$ cat config.mk
export PLATFORM = sky130hd
export DESIGN_NAME = tdt_dmi_apb_arbiter
export DESIGN_NICKNAME = d
export VERILOG_FILES = /design/src/rtl/tdt_dmi_apb_arbiter_pkg.sv /design/src/rtl/tdt_dmi_apb_arbiter_rr.sv /design/src/rtl/tdt_dmi_apb_arbiter.sv
export SDC_FILE = /design/constraint.sdc
export NUM_CORES = 1
export LEC_CHECK = 0
export ABC_AREA = 0
export BUFFER_PORTS_ARGS = -buffer_cell sky130_fd_sc_hd__clkbuf_2
export CELL_PAD_IN_SITES_DETAIL_PLACEMENT = 0
export CELL_PAD_IN_SITES_GLOBAL_PLACEMENT = 1
export CORE_MARGIN = 4
export CORE_UTILIZATION = 38
export DETAILED_ROUTE_END_ITERATION = 6
export PLACE_DENSITY_LB_ADDON = 0.05
export SLEW_MARGIN = 20
export SYNTH_ARGS = -nofsm -noshare
export SYNTH_HDL_FRONTEND = slang
export SYNTH_SLANG_ARGS = --single-unit
export TNS_END_PERCENT = 50
$ cat constraint.sdc
create_clock -name sys_apb_clk -period 10.9 [get_ports sys_apb_clk]
set_input_delay 2.18 -clock sys_apb_clk [delete_from_list [all_inputs] [get_ports sys_apb_clk]]
set_output_delay 2.18 -clock sys_apb_clk [all_outputs]
set_load 0.01 [all_outputs]
$ cat src/rtl/tdt_dmi_apb_arbiter_pkg.sv
// Shared types and helpers for the DMI APB arbiter.
// Holds the state encoding and the sizing rule for the timeout counter.
package tdt_dmi_apb_arbiter_pkg;

    typedef enum logic [1:0] {
        ST_IDLE   = 2'd0,
        ST_SETUP  = 2'd1,
        ST_ACCESS = 2'd2,
        ST_RESP   = 2'd3
    } arb_state_t;

    // Counter only has to reach TIMEOUT-1; keep at least one bit when disabled.
    function automatic int tcnt_width(input int timeout);
        if (timeout < 2) return 1;
        return $clog2(timeout);
    endfunction

endpackage

$ cat src/rtl/tdt_dmi_apb_arbiter_rr.sv
// Two-way round-robin picker: a lone request wins outright,
// a tie goes to the requester that was not granted last time.
module tdt_dmi_arb_rr (
    input  logic [1:0] req,
    input  logic       last_grant,
    output logic       gnt_vld,
    output logic       gnt_id
);

    assign gnt_vld = |req;
    assign gnt_id  = (&req) ? ~last_grant : req[1];

endmodule

$ cat src/rtl/tdt_dmi_apb_arbiter.sv
// Shares the DMI APB master port between the DTM (s0) and system APB (s1) requesters.
// state | meaning: IDLE arbitrate+latch | SETUP psel only | ACCESS wait pready/timeout | RESP pulse pready
module tdt_dmi_apb_arbiter
    import tdt_dmi_apb_arbiter_pkg::*;
#(
    parameter int ADDR_W  = 12,
    parameter int DATA_W  = 32,
    parameter int TIMEOUT = 255
) (
    input  logic              sys_apb_clk,
    input  logic              sys_apb_rst,
    input  logic              sysapb_en,
    input  logic              s0_psel,
    input  logic              s0_penable,
    input  logic              s0_pwrite,
    input  logic [ADDR_W-1:0] s0_paddr,
    input  logic [DATA_W-1:0] s0_pwdata,
    output logic [DATA_W-1:0] s0_prdata,
    output logic              s0_pready,
    output logic              s0_pslverr,
    input  logic              s1_psel,
    input  logic              s1_penable,
    input  logic              s1_pwrite,
    input  logic [ADDR_W-1:0] s1_paddr,
    input  logic [DATA_W-1:0] s1_pwdata,
    output logic [DATA_W-1:0] s1_prdata,
    output logic              s1_pready,
    output logic              s1_pslverr,
    output logic              m_psel,
    output logic              m_penable,
    output logic              m_pwrite,
    output logic [ADDR_W-1:0] m_paddr,
    output logic [DATA_W-1:0] m_pwdata,
    input  logic [DATA_W-1:0] m_prdata,
    input  logic              m_pready,
    input  logic              m_pslverr
);

    localparam int TCNT_W      = tcnt_width(TIMEOUT);
    localparam int TCNT_LAST_I = (TIMEOUT == 0) ? 0 : TIMEOUT - 1;
    localparam logic [TCNT_W-1:0] TCNT_LAST = TCNT_W'(TCNT_LAST_I);

    arb_state_t        state;
    logic              last_grant;
    logic              gnt_q;
    logic [TCNT_W-1:0] tcnt;

    logic [1:0]        req;
    logic              gnt_vld;
    logic              gnt_id;
    logic              timeout_hit;
    logic              access_done;
    logic [DATA_W-1:0] resp_data;
    logic              resp_err;

    // penable from the requesters carries no information the FSM needs.
    logic unused_penable;
    assign unused_penable = s0_penable ^ s1_penable;

    assign req = {s1_psel & sysapb_en, s0_psel};

    tdt_dmi_arb_rr u_rr (
        .req        (req),
        .last_grant (last_grant),
        .gnt_vld    (gnt_vld),
        .gnt_id     (gnt_id)
    );

    // A real pready in the last allowed cycle wins over the abort.
    always_comb begin
        timeout_hit = (TIMEOUT != 0) && (tcnt == TCNT_LAST);
        access_done = m_pready | timeout_hit;
        resp_data   = m_pready ? m_prdata : '0;
        resp_err    = m_pready ? m_pslverr : 1'b1;
    end

    always_ff @(posedge sys_apb_clk or posedge sys_apb_rst) begin
        if (sys_apb_rst) begin
            state      <= ST_IDLE;
            last_grant <= 1'b1;
            gnt_q      <= 1'b0;
            tcnt       <= '0;
            m_psel     <= 1'b0;
            m_penable  <= 1'b0;
            m_pwrite   <= 1'b0;
            m_paddr    <= '0;
            m_pwdata   <= '0;
            s0_pready  <= 1'b0;
            s0_prdata  <= '0;
            s0_pslverr <= 1'b0;
            s1_pready  <= 1'b0;
            s1_prdata  <= '0;
            s1_pslverr <= 1'b0;
        end else begin
            case (state)
                ST_IDLE: begin
                    if (gnt_vld) begin
                        gnt_q     <= gnt_id;
                        m_pwrite  <= gnt_id ? s1_pwrite : s0_pwrite;
                        m_paddr   <= gnt_id ? s1_paddr  : s0_paddr;
                        m_pwdata  <= gnt_id ? s1_pwdata : s0_pwdata;
                        m_psel    <= 1'b1;
                        m_penable <= 1'b0;
                        state     <= ST_SETUP;
                    end
                end
                ST_SETUP: begin
                    m_penable <= 1'b1;
                    state     <= ST_ACCESS;
                end
                ST_ACCESS: begin
                    if (access_done) begin
                        m_psel    <= 1'b0;
                        m_penable <= 1'b0;
                        if (gnt_q) begin
                            s1_pready  <= 1'b1;
                            s1_prdata  <= resp_data;
                            s1_pslverr <= resp_err;
                        end else begin
                            s0_pready  <= 1'b1;
                            s0_prdata  <= resp_data;
                            s0_pslverr <= resp_err;
                        end
                        state <= ST_RESP;
                    end else if (TIMEOUT != 0) begin
                        tcnt <= tcnt + TCNT_W'(1);
                    end
                end
                ST_RESP: begin
                    s0_pready  <= 1'b0;
                    s0_prdata  <= '0;
                    s0_pslverr <= 1'b0;
                    s1_pready  <= 1'b0;
                    s1_prdata  <= '0;
                    s1_pslverr <= 1'b0;
                    last_grant <= gnt_q;
                    tcnt       <= '0;
                    state      <= ST_IDLE;
                end
                default: state <= ST_IDLE;
            endcase
        end
    end

endmodule

==> results by group <==
Run status
  • Run status: completed

STA
  • Worst Skew: 0.00841 ns
  • Final Hold Viols: 0
  • Achievable clock frequency: 0.286 GHz
  • Final setup viols: 0
  • Pins over their slew limit: 0
  • Tightest Pin Transition: 1.04 ns
  • Fin crit share: 32.1%
  • Setup_tns: 0 ns
  • Worst slew margin: 30.5%
  • Min cycle time layout: 3.50 ns
  • RSZ-0062 raised after global routing: no

Global routing
  • Initial antenna violation count: 0
  • Vias in the first global route: 4662
  • Tot GR Track Use: 18.7%
  • Largest net degree at the start of global routing: 92
  • Global-route wire length before repair: 24300 um
  • Overflow after GRT: 0

Clocking
  • CTS tree: yes
  • Setup Fix Bufs, Post-CTS: 0
  • Worst-Skew Late Latency: 0.41 ns
  • CTS resizes: 0
  • H-tree Lvls: 4
  • Clock sink count: 127
  • TritonCTS buffer count: 17
  • Root Buffer: clkbuf_16
  • Worst-path clk slew: 0.06 ns
  • Maximum buffer depth of the clock tree: 2
  • Post-CTS Hold Fix Bufs: 0

Place
  • Dpl hpwl: 10900 um
  • DP Area: 6780 sq um
  • Routability congestion estimate: 0.779
  • I/O Buffers: 243

Power and ir drop
  • Static power due to leakage: 3.95 nW
  • P_int: 1.33 mW
  • Sw Pwr: 773 uW
  • Clock share of power: 26.6%
  • Maximum VDD drop: 0.000183 V
  • Combinational power share: 36.7%
  • Sequential power share: 36.7%
  • Sw Share: 36.8%
  • Pwr Total: 2.10 mW
  • Power density cells: 285 nW/um^2

Floorplanning
  • Starting Density: 39.0%
  • Die area: 16300 sq um
  • Core outline area: 14000 sq um
  • Die Span Y: 128 um
  • Width of the die: 128 um
  • Floorplan row count: 43
  • I/O Pins: 246

Hold path
  • Hold WC Path Type: reg -> reg

Final layout
  • Most common cell after layout, fill and taps aside: clkbuf_2
  • Layout area overhead: 35.1%
  • # fillers: 1310
  • Nets: 834
  • Number of diodes: 0
  • Share of cells above drive strength 1: 41.5%
  • Finished layout cell area: 7370 sq um
  • Commonest non-fill, non-tap cells in the layout: clkbuf_2, dfrtp_1, a22o_1, a21oi_1, nor2_1

Yosys
  • Post-synth cell types: 46
  • Seq/Total Area, Yosys: 58.3%
  • Synth Area per Inst: 11.9 sq um
  • Post-synthesis register bit count: 127
  • Mapped Nets: 598
  • Post-synth top flop: dfrtp_1
  • Ys async rst share: 100%
  • Synth Instances: 460
  • EDFF count, synth: 0
  • Ys Warns: 0
  • Synthesized cell area: 5460 sq um

Route
  • # DRC: 0
  • Pre-Repair DR Iteration Count: 4
  • Vias per cell: 5.14
  • Drt total wl: 15300 um
  • Wire length per cell: 17.3 um
  • Post-DRT Antenna Nets: 0
  • DR iter-0 viols: 222
  • Routed vias: 4566

Setup path
  • Worst EP arrival: 3.84 ns
  • Critical path required time: 11.24 ns
  • Crit end category: register
  • Max FO, Critical Path: 32
  • Critical Path Start Type: input pin
  • Crit Path Category: in -> reg

Run
  • Max-Cap Viols: 0
## stage by stage
| stage | hold WS, ns | std cells | utilization, % | setup WS, ns |
|---|---|---|---|---|
| global route | 0.512 | 889 | 52.7 | 7.28 |
| floorplan | 0.512 | 460 | - | 5.34 |
| finish | 0.490 | 889 | 52.7 | 7.40 |
| CTS | 0.496 | 889 | 52.7 | 7.41 |
| detailed placement | 0.481 | 857 | 48.5 | 6.98 |
| global placement | 0.479 | 857 | 48.5 | 6.98 |
## registers in the layout, indices dropped and copies added (netlist names)
register,cells
s0_prdata,32
m_pwdata,32
last_grant,1
m_paddr,12
gnt_q,1
s0_pready,1
s1_prdata,32
m_psel,1
tcnt,8
s1_pready,1
s0_pslverr,1
m_pwrite,1
m_penable,1
s1_pslverr,1
state,2
## cell families (layout without fill, tap and decap cells)
group	count (synthesis)	after routing	synth area share [%]
compound gates	146	146	19.3
flops	127	127	58.3
simple gates	87	87	7.36
mux	50	50	9.24
buf+inv	43	292	4.17
fa+ha+maj	7	7	1.61
## synthesized netlist by cell type, drive strengths merged (2+ instances only)
cell type	instances	share of area, %
a22o	65	10
nand3	6	0.55
mux2	3	0.62
mux2i	47	8.6
clkbuf	6	0.41
ha	7	1.6
a21oi	56	5.2
inv	10	0.69
a221o	2	0.37
a31oi	4	0.73
a211oi	2	0.37
nor2	53	3.6
and3	2	0.23
o22ai	3	0.46
nor2b	4	0.46
o21a	2	0.28
o21ai	7	0.71
buf	27	3.1
dfrtp	126	58
nand2	11	0.76
nand4	2	0.50
## power groups by stage
stage	clock network [mW]	logic (mW)	registers [mW]
2_1_floorplan	0	0.410	0.840
3_3_place_gp	0	0.773	0.770
3_5_place_dp	0	0.784	0.775
4_1_cts	0.571	0.787	0.771
5_1_grt	0.592	0.853	0.796
6_report	0.558	0.771	0.771
## area by class of cell
type	count	area [sq um]	share of cell area, %
timing repair buffer	250	1270	17.2
multi-input combinational	290	2070	28.0
clock buffer	20	457	6.20
inverter	10	40.0	0.543
tap	180	225	3.06
clock inverter	12	134	1.82
sequential	127	3180	43.1
## final timing paths
path | from | end | slack (ns) | cells after the start
setup / recovery | m_pready | s1_prdata[25] | 7.40 | 5
hold / removal | m_penable | m_penable | 0.49 | 1
setup reg to reg | state[0] | s1_prdata[25] | 8.56 | 6
hold reg to reg | m_penable | m_penable | 0.49 | 1
max in group asynchronous | sys_apb_rst | m_pwdata[28] | 7.61 | 3
min in group asynchronous | sys_apb_rst | m_pwdata[21] | 1.86 | 2
## critical path: stages
cell and delay (ns):
clkbuf_2 0.12, inv_1 0.15, o21ai_2 0.22, a31oi_4 0.91, a22o_1 0.25
## per-layer routing
layer	vias up	routed length (um)	part of all wire (%)	track usage, %
met5	-	0	0	0
met4	0	293	1.9	6.24
met3	21	1040	6.8	5.33
met2	157	7540	49	30.8
met1	2227	6470	42	23.8
li1	2161	-	-	-
(Power assumes the default switching activity.)
